[src/rtl/nes_video_source_if.sv]
// rtl/nes_video_source_if.sv - control and video/audio output bundle for nes_video_source
// Ports (master = generator side):
//   in : ce, run, pattern[1:0], solid_color[5:0], render_en, nmi_en, tone_en, tone_half[11:0]
//   out: color[5:0], cycle[8:0], scanline[8:0], sample[15:0], vblank, nmi, frame_odd, frame_cnt[15:0]
interface nes_video_source_if;
  logic        ce;
  logic        run;
  logic [1:0]  pattern;
  logic [5:0]  solid_color;
  logic        render_en;
  logic        nmi_en;
  logic        tone_en;
  logic [11:0] tone_half;
  logic [5:0]  color;
  logic [8:0]  cycle;
  logic [8:0]  scanline;
  logic [15:0] sample;
  logic        vblank;
  logic        nmi;
  logic        frame_odd;
  logic [15:0] frame_cnt;

  modport master (
    input  ce, run, pattern, solid_color, render_en, nmi_en, tone_en, tone_half,
    output color, cycle, scanline, sample, vblank, nmi, frame_odd, frame_cnt
  );

  modport slave (
    output ce, run, pattern, solid_color, render_en, nmi_en, tone_en, tone_half,
    input  color, cycle, scanline, sample, vblank, nmi, frame_odd, frame_cnt
  );
endinterface

[src/rtl/nes_video_source.sv]
// rtl/nes_video_source.sv - NES-timed test pattern, vblank/nmi and square-tone generator
// Ports:
//   clk   : NES clock, rising edge
//   reset : asynchronous active-high reset
//   bus   : nes_video_source_if.master (controls in, dot position/color/audio/status out)
module nes_video_source (
  input  logic                 clk,
  input  logic                 reset,
  nes_video_source_if.master   bus
);

  logic [8:0]  cycle_q, scanline_q;
  logic [5:0]  color_q;
  logic        vblank_q, nmi_q, frame_odd_q;
  logic [15:0] frame_cnt_q;
  logic [1:0]  pattern_q;
  logic [11:0] tone_cnt_q;
  logic        phase_q;
  logic [15:0] sample_q;

  logic [8:0]  cycle_n, scanline_n;
  logic        wrap;
  logic        frame_odd_n;
  logic [15:0] frame_cnt_n;
  logic [1:0]  pattern_n;
  logic [5:0]  color_n;
  logic        adv;
  logic        skip;
  logic        vbl_set, vbl_clr;
  logic [11:0] tone_limit;
  logic [11:0] tone_cnt_n;
  logic        phase_n;

  assign adv = bus.ce & bus.run;

  // Odd frames with rendering enabled drop the last dot of the pre-render line.
  assign skip = bus.render_en && frame_odd_q && (scanline_q == 9'd261) && (cycle_q == 9'd339);

  always_comb begin
    cycle_n    = cycle_q + 9'd1;
    scanline_n = scanline_q;
    wrap       = 1'b0;
    if (skip) begin
      cycle_n    = 9'd0;
      scanline_n = 9'd0;
      wrap       = 1'b1;
    end else if (cycle_q == 9'd340) begin
      cycle_n = 9'd0;
      if (scanline_q == 9'd261) begin
        scanline_n = 9'd0;
        wrap       = 1'b1;
      end else begin
        scanline_n = scanline_q + 9'd1;
      end
    end
  end

  assign frame_odd_n = wrap ? ~frame_odd_q : frame_odd_q;
  assign frame_cnt_n = wrap ? frame_cnt_q + 16'd1 : frame_cnt_q;
  assign pattern_n   = wrap ? bus.pattern : pattern_q;

  // Color is derived from the post-advance position so it lines up with cycle/scanline.
  always_comb begin
    color_n = 6'h0F;
    if (scanline_n < 9'd240 && cycle_n < 9'd256) begin
      case (pattern_n)
        2'd0: color_n = cycle_n[7:2];
        2'd1: color_n = (cycle_n[3] ^ scanline_n[3]) ? 6'h30 : 6'h0F;
        2'd2: color_n = bus.solid_color;
        default: color_n = cycle_n[7:2] + frame_cnt_n[5:0];
      endcase
    end
  end

  assign vbl_set = (scanline_n == 9'd241) && (cycle_n == 9'd1);
  assign vbl_clr = (scanline_n == 9'd261) && (cycle_n == 9'd1);

  // A half-period of 0 behaves like 1 so the tone still toggles every dot.
  assign tone_limit = (bus.tone_half == 12'd0) ? 12'd0 : bus.tone_half - 12'd1;

  always_comb begin
    tone_cnt_n = tone_cnt_q + 12'd1;
    phase_n    = phase_q;
    if (!bus.tone_en) begin
      tone_cnt_n = 12'd0;
      phase_n    = 1'b0;
    end else if (tone_cnt_q >= tone_limit) begin
      // >= rather than == so a shrunk half-period wraps immediately.
      tone_cnt_n = 12'd0;
      phase_n    = ~phase_q;
    end
  end

  always_ff @(posedge clk or posedge reset) begin
    if (reset) begin
      cycle_q     <= 9'd0;
      scanline_q  <= 9'd0;
      color_q     <= 6'h0F;
      vblank_q    <= 1'b0;
      nmi_q       <= 1'b0;
      frame_odd_q <= 1'b0;
      frame_cnt_q <= 16'd0;
      pattern_q   <= 2'd0;
      tone_cnt_q  <= 12'd0;
      phase_q     <= 1'b0;
      sample_q    <= 16'd0;
    end else if (adv) begin
      cycle_q     <= cycle_n;
      scanline_q  <= scanline_n;
      color_q     <= color_n;
      frame_odd_q <= frame_odd_n;
      frame_cnt_q <= frame_cnt_n;
      pattern_q   <= pattern_n;
      if (vbl_set) begin
        vblank_q <= 1'b1;
      end else if (vbl_clr) begin
        vblank_q <= 1'b0;
      end
      nmi_q      <= vbl_set & bus.nmi_en;
      tone_cnt_q <= tone_cnt_n;
      phase_q    <= phase_n;
      if (!bus.tone_en) begin
        sample_q <= 16'd0;
      end else begin
        sample_q <= phase_n ? 16'hF000 : 16'h1000;
      end
    end else begin
      // nmi is a single-clk pulse; it never persists through a hold.
      nmi_q <= 1'b0;
    end
  end

  assign bus.cycle     = cycle_q;
  assign bus.scanline  = scanline_q;
  assign bus.color     = color_q;
  assign bus.vblank    = vblank_q;
  assign bus.nmi       = nmi_q;
  assign bus.frame_odd = frame_odd_q;
  assign bus.frame_cnt = frame_cnt_q;
  assign bus.sample    = sample_q;

endmodule

[src/flat_wrapper.sv]
// flat-port wrapper written by rule: the top's interface ports become plain ports
module nes_video_source_flat 
  (clk, reset, bus_ce, bus_run, bus_pattern, bus_solid_color, bus_render_en, bus_nmi_en, bus_tone_en, bus_tone_half, bus_color, bus_cycle, bus_scanline, bus_sample, bus_vblank, bus_nmi, bus_frame_odd, bus_frame_cnt);
  nes_video_source_if bus_i ();
  input  logic clk;
  input  logic reset;
  input wire logic [$bits(bus_i.ce)-1:0] bus_ce;
  input wire logic [$bits(bus_i.run)-1:0] bus_run;
  input wire logic [$bits(bus_i.pattern)-1:0] bus_pattern;
  input wire logic [$bits(bus_i.solid_color)-1:0] bus_solid_color;
  input wire logic [$bits(bus_i.render_en)-1:0] bus_render_en;
  input wire logic [$bits(bus_i.nmi_en)-1:0] bus_nmi_en;
  input wire logic [$bits(bus_i.tone_en)-1:0] bus_tone_en;
  input wire logic [$bits(bus_i.tone_half)-1:0] bus_tone_half;
  output wire logic [$bits(bus_i.color)-1:0] bus_color;
  output wire logic [$bits(bus_i.cycle)-1:0] bus_cycle;
  output wire logic [$bits(bus_i.scanline)-1:0] bus_scanline;
  output wire logic [$bits(bus_i.sample)-1:0] bus_sample;
  output wire logic [$bits(bus_i.vblank)-1:0] bus_vblank;
  output wire logic [$bits(bus_i.nmi)-1:0] bus_nmi;
  output wire logic [$bits(bus_i.frame_odd)-1:0] bus_frame_odd;
  output wire logic [$bits(bus_i.frame_cnt)-1:0] bus_frame_cnt;
  assign bus_i.ce = bus_ce;
  assign bus_i.run = bus_run;
  assign bus_i.pattern = bus_pattern;
  assign bus_i.solid_color = bus_solid_color;
  assign bus_i.render_en = bus_render_en;
  assign bus_i.nmi_en = bus_nmi_en;
  assign bus_i.tone_en = bus_tone_en;
  assign bus_i.tone_half = bus_tone_half;
  assign bus_color = bus_i.color;
  assign bus_cycle = bus_i.cycle;
  assign bus_scanline = bus_i.scanline;
  assign bus_sample = bus_i.sample;
  assign bus_vblank = bus_i.vblank;
  assign bus_nmi = bus_i.nmi;
  assign bus_frame_odd = bus_i.frame_odd;
  assign bus_frame_cnt = bus_i.frame_cnt;
  nes_video_source u_core (.clk(clk), .reset(reset), .bus(bus_i));
endmodule
[config.mk]
export PLATFORM = sky130hd
export DESIGN_NAME = nes_video_source_flat
export DESIGN_NICKNAME = d
export VERILOG_FILES = /design/src/rtl/nes_video_source_if.sv /design/src/rtl/nes_video_source.sv /design/src/flat_wrapper.sv
export SDC_FILE = /design/constraint.sdc
export NUM_CORES = 1
export LEC_CHECK = 0
export BUFFER_PORTS_ARGS = -buffer_cell sky130_fd_sc_hd__buf_2
export CAP_MARGIN = 20
export CORE_ASPECT_RATIO = 1.25
export CORE_MARGIN = 4
export CORE_UTILIZATION = 55
export CTS_CLUSTER_SIZE = 14
export DETAILED_ROUTE_END_ITERATION = 16
export PLACE_DENSITY = 0.88
export SLEW_MARGIN = 20
export SYNTH_ARGS = -nofsm -noshare
export SYNTH_HDL_FRONTEND = slang
export SYNTH_SLANG_ARGS = --single-unit
export TNS_END_PERCENT = 100
[constraint.sdc]
create_clock -name clk -period 3.9 [get_ports clk]
set_input_delay 0.78 -clock clk [delete_from_list [all_inputs] [get_ports clk]]
set_output_delay 0.78 -clock clk [all_outputs]
set_load 0.02 [all_outputs]
==> results.cfg <==
[logic_synthesis]
yosys_warnings = 0
syn-instance-count = 505
post_synthesis_sequential_area_ratio_pct = 33.3
synthAdderAreaFrac_pct = 7.49
synth_top_family_by_area = simple AND/OR/NAND/NOR gates
synth-async-reset-ratio_pct = 100
postSynth.topFlopCell = sky130_fd_sc_hd__dfrtp_1
synth_xor_xnor_area_share_pct = 11.0
yosys.area_share.simple_pct = 24.2
synth.mux.area_fraction_pct = 3.35
synth_compound_area_share_pct = 14.6
synthDistinctLibCells = 69
ys_seq_elements = 59
number_of_enable_type_register_cells_in_the_synthesized_netlist = 0
post_synth.cell_area_avg_um2 = 8.80
post_syn_area_um2 = 4440

[placed_design]
numPlacedInstances = 661
post-dp-hpwl_um = 8370
post_dp_cell_area_um2 = 4860
routabilityCongestion = 0.900
place_ws_ps = -199
io_port_bufs = 73

[critical_path]
crit_slowest_cell = sky130_fd_sc_hd__or4_1
timing.critical_path.required_ps = 4150
setup_crit_path_kind = in -> reg
critPathLaunchType = input port
critical_path.cell_chain = buf_2, or4_1, nor2_1, nand2_1, nor3_1, xor2_1, nand2_1, ha_1, nand2_1, or3_1, o221ai_1, a21oi_2, buf_12, a21o_1, a22o_1
critical_path_endpoint_category = flip-flop
worst_ep_arrival_time_ps = 3970
path_common_cell = sky130_fd_sc_hd__nand2_1
cp_slowest_stage_delay_ps = 540
worstPathMaxFanout = 17

[finish]
drive_gt1_share_pct = 22.3
fin_area_um2 = 5090
post_layout_nonfiller_instances = 677
antenna_diode_count = 0
utilization_pct = 64.9
areaGrowthSynthToFinish_pct = 14.5
layout.area.seq_um2 = 1480
nFillCells = 666
final_net_count = 630
multi_input_area_um2 = 2740

[clocking]
cts_h_tree_lvls = 3
clkSlewWorstSetupHoldPaths_ps = 60
clock_tree_from_tritoncts = built
clock_latency_ps = 360
cts_made_buffers = 9
clk_sinks = 59
cts_resized = 0
cts.repair_timing.setup_buffer_count = 0
cts_hold_buffers = 0
cts.path.max_buffers = 2
cts.root.buffer_cell = sky130_fd_sc_hd__clkbuf_8

[timing]
drv_slew = 0
timing.final.setup_violations = 0
post-route-worst-setup-slack_ps = 178
finalHoldViolations = 0
worst-slew-pin-transition_ps = 883
rsz0062_at_grt = no
final.setup_skew_ps = 6.45
slew_headroom_pct = 41.0
fin_crit_sh_pct = 95.4
fmax_ghz = 0.269
final_period_minus_worst_setup_slack_ps = 3720

[global_route]
overflow_left_after_global_routing = 0
first_global_vias = 3876
initial_antenna_violation_count = 0
total_track_usage_pct = 23.8
grt_start_max_net_pins = 44
wire_length_of_the_first_global_routing_pass_um = 17600

[detailed_routing]
average_detailed_routed_wire_length_per_instance_um = 16.3
drtIter0Drc = 322
final_ant_viol_nets = 0
mean_number_of_vias_per_cell = 5.98
detail_route.wirelength_um = 11000
drcViolationCount = 0
drt-pass1-iter-count = 5
vias = 4051

[power]
power_density_nw_per_um2 = 378
total_power_mw = 1.92
worst_voltage_drop_across_the_vdd_grid_mv = 0.273
leakagePower_nw = 2.52

[die]
num_io_pins = 86
core_um2 = 7840
placement_rows = 36
die-area_um2 = 9590
dieWidth_um = 88.4
die_height_um = 109
initial_utilization_pct = 56.7

[run]
cap_violations = 0

[min_path]
hold_class = reg -> reg

[run_status]
status = finished, final reports clean
-- stage by stage --
step	hold WS, ps	TNS, ps
2_1_floorplan	491	0
3_3_place_gp	452	0
3_5_place_dp	461	-1690
4_1_cts	474	0
5_1_grt	497	0
6_report	468	0
-- kinds of logic after synthesis --
group	after synthesis
AND/OR/NAND/NOR	205
AO/OA/AOI/OAI	98
flip-flops	59
XOR/XNOR	54
buffers and inverters	49
adder cells (fa/ha/maj)	26
multiplexers	13
other	1
-- path summary, 6_finish.rpt --
path / cells after the start / from / slack (ps) / endpoint
max: 15 / bus_tone_half[5] / 180 / u_core.tone_cnt_q[3]
min: 1 / u_core.bus.frame_cnt[15] / 470 / u_core.bus.frame_cnt[15]
max reg2reg: 14 / u_core.bus.cycle[0] / 220 / u_core.bus.color[4]
min reg2reg: 1 / u_core.bus.frame_cnt[15] / 470 / u_core.bus.frame_cnt[15]
max in group asynchronous: 3 / reset / 2460 / u_core.bus.color[1]
min in group asynchronous: 2 / reset / 610 / u_core.tone_cnt_q[9]
-- flip-flops by register name (all words and copies together), names as in the netlist --
signal                flops
u_core.bus.sample         1
u_core.bus.nmi            1
u_core.tone_cnt_q        12
u_core.phase_q            1
u_core.bus.color          6
u_core.bus.frame_odd      1
u_core.bus.scanline       9
u_core.bus.cycle          9
u_core.bus.frame_cnt     16
u_core.bus.vblank         1
u_core.pattern_q          2
-- layer usage --
layer / GRT usage (%) / share of wire, %
met2: 42.2 / 52
met5: 0 / 0
met1: 25.4 / 37
met4: 15.2 / 5.2
met3: 3.96 / 5.7
-- where the power goes --
part | total (mW) | switching [mW] | leakage, nW | internal, mW
clock | 0.635 | 0.244 | 0.119 | 0.391
combinational | 0.533 | 0.318 | 1.62 | 0.215
sequential | 0.755 | 0.0855 | 0.788 | 0.669
total | 1.92 | 0.647 | 2.52 | 1.28
-- critical path, delay by kind of cell --
family	cells	cell delay, ps
buf+inv	2	280
compound gates	4	820
fa+ha+maj	1	290
xor+xnor	1	170
simple gates	7	1620
-- cells in the final DEF (no fill, tap or decap), types with 2 or more instances in the layout --
cell type                   netlist  final
sky130_fd_sc_hd__and3_1           9      9
sky130_fd_sc_hd__inv_1           14     13
sky130_fd_sc_hd__a211oi_1         2      2
sky130_fd_sc_hd__clkinv_2         0      3
sky130_fd_sc_hd__xor2_1          17     17
sky130_fd_sc_hd__nor2_1          36     36
sky130_fd_sc_hd__buf_2            4     73
sky130_fd_sc_hd__nor3_2           3      3
sky130_fd_sc_hd__nor3_1          11     11
sky130_fd_sc_hd__nor2b_1          3      3
sky130_fd_sc_hd__clkbuf_8         0     11
sky130_fd_sc_hd__a211o_1          2      2
sky130_fd_sc_hd__o211ai_1         3      3
sky130_fd_sc_hd__or3_1            4      4
sky130_fd_sc_hd__dfrtp_1         55     55
sky130_fd_sc_hd__nand3_1         30     30
sky130_fd_sc_hd__nor4_1           3      3
sky130_fd_sc_hd__a31oi_1         12     12
sky130_fd_sc_hd__nand2_1         66     66
sky130_fd_sc_hd__mux2i_1          3      3
sky130_fd_sc_hd__a22o_1           5      5
sky130_fd_sc_hd__a21boi_0         2      2
sky130_fd_sc_hd__nand3b_1         2      2
sky130_fd_sc_hd__a22oi_1          4      4
sky130_fd_sc_hd__buf_4           15     11
sky130_fd_sc_hd__o31ai_1          3      3
sky130_fd_sc_hd__conb_1           1     12
sky130_fd_sc_hd__nand2b_1         7      7
sky130_fd_sc_hd__bufinv_16        0      2
sky130_fd_sc_hd__mux2_2           7      7
sky130_fd_sc_hd__a21o_1          12     12
sky130_fd_sc_hd__and2_1           7      7
sky130_fd_sc_hd__dfstp_2          4      4
sky130_fd_sc_hd__nor4_2           2      2
sky130_fd_sc_hd__and4b_1          2      2
sky130_fd_sc_hd__xnor2_1         36     36
sky130_fd_sc_hd__nand4_1         10     10
sky130_fd_sc_hd__o21ai_0         20     20
sky130_fd_sc_hd__a21oi_1         19     18
sky130_fd_sc_hd__ha_1            25     25
-- cell usage after synthesis, types with 9 or more instances --
| cell type | n | area (um^2) |
|---|---|---|
| sky130_fd_sc_hd__nand2_1 | 66 | 248 |
| sky130_fd_sc_hd__dfrtp_1 | 55 | 1380 |
| sky130_fd_sc_hd__nor2_1 | 36 | 135 |
| sky130_fd_sc_hd__xnor2_1 | 36 | 315 |
| sky130_fd_sc_hd__nand3_1 | 30 | 150 |
| sky130_fd_sc_hd__ha_1 | 25 | 313 |
| sky130_fd_sc_hd__o21ai_0 | 20 | 100 |
| sky130_fd_sc_hd__a21oi_1 | 19 | 95.1 |
| sky130_fd_sc_hd__xor2_1 | 17 | 149 |
| sky130_fd_sc_hd__buf_4 | 15 | 113 |
| sky130_fd_sc_hd__inv_1 | 14 | 52.6 |
| sky130_fd_sc_hd__a21o_1 | 12 | 90.1 |
| sky130_fd_sc_hd__a31oi_1 | 12 | 75.1 |
| sky130_fd_sc_hd__clkbuf_1 | 12 | 45.0 |
| sky130_fd_sc_hd__nor3_1 | 11 | 55.1 |
| sky130_fd_sc_hd__nand4_1 | 10 | 62.6 |
| sky130_fd_sc_hd__and3_1 | 9 | 56.3 |
-- layout make-up --
| type | instances | area share [%] |
|---|---|---|
| repair buffers | 85 | 9.20 |
| flip-flops and latches | 59 | 29.1 |
| clock inverters | 5 | 1.48 |
| inverters | 14 | 1.03 |
| multi-input cells | 408 | 53.9 |
| well taps | 95 | 2.34 |
| clock buffers | 11 | 2.98 |
(Power assumes the default switching activity.)
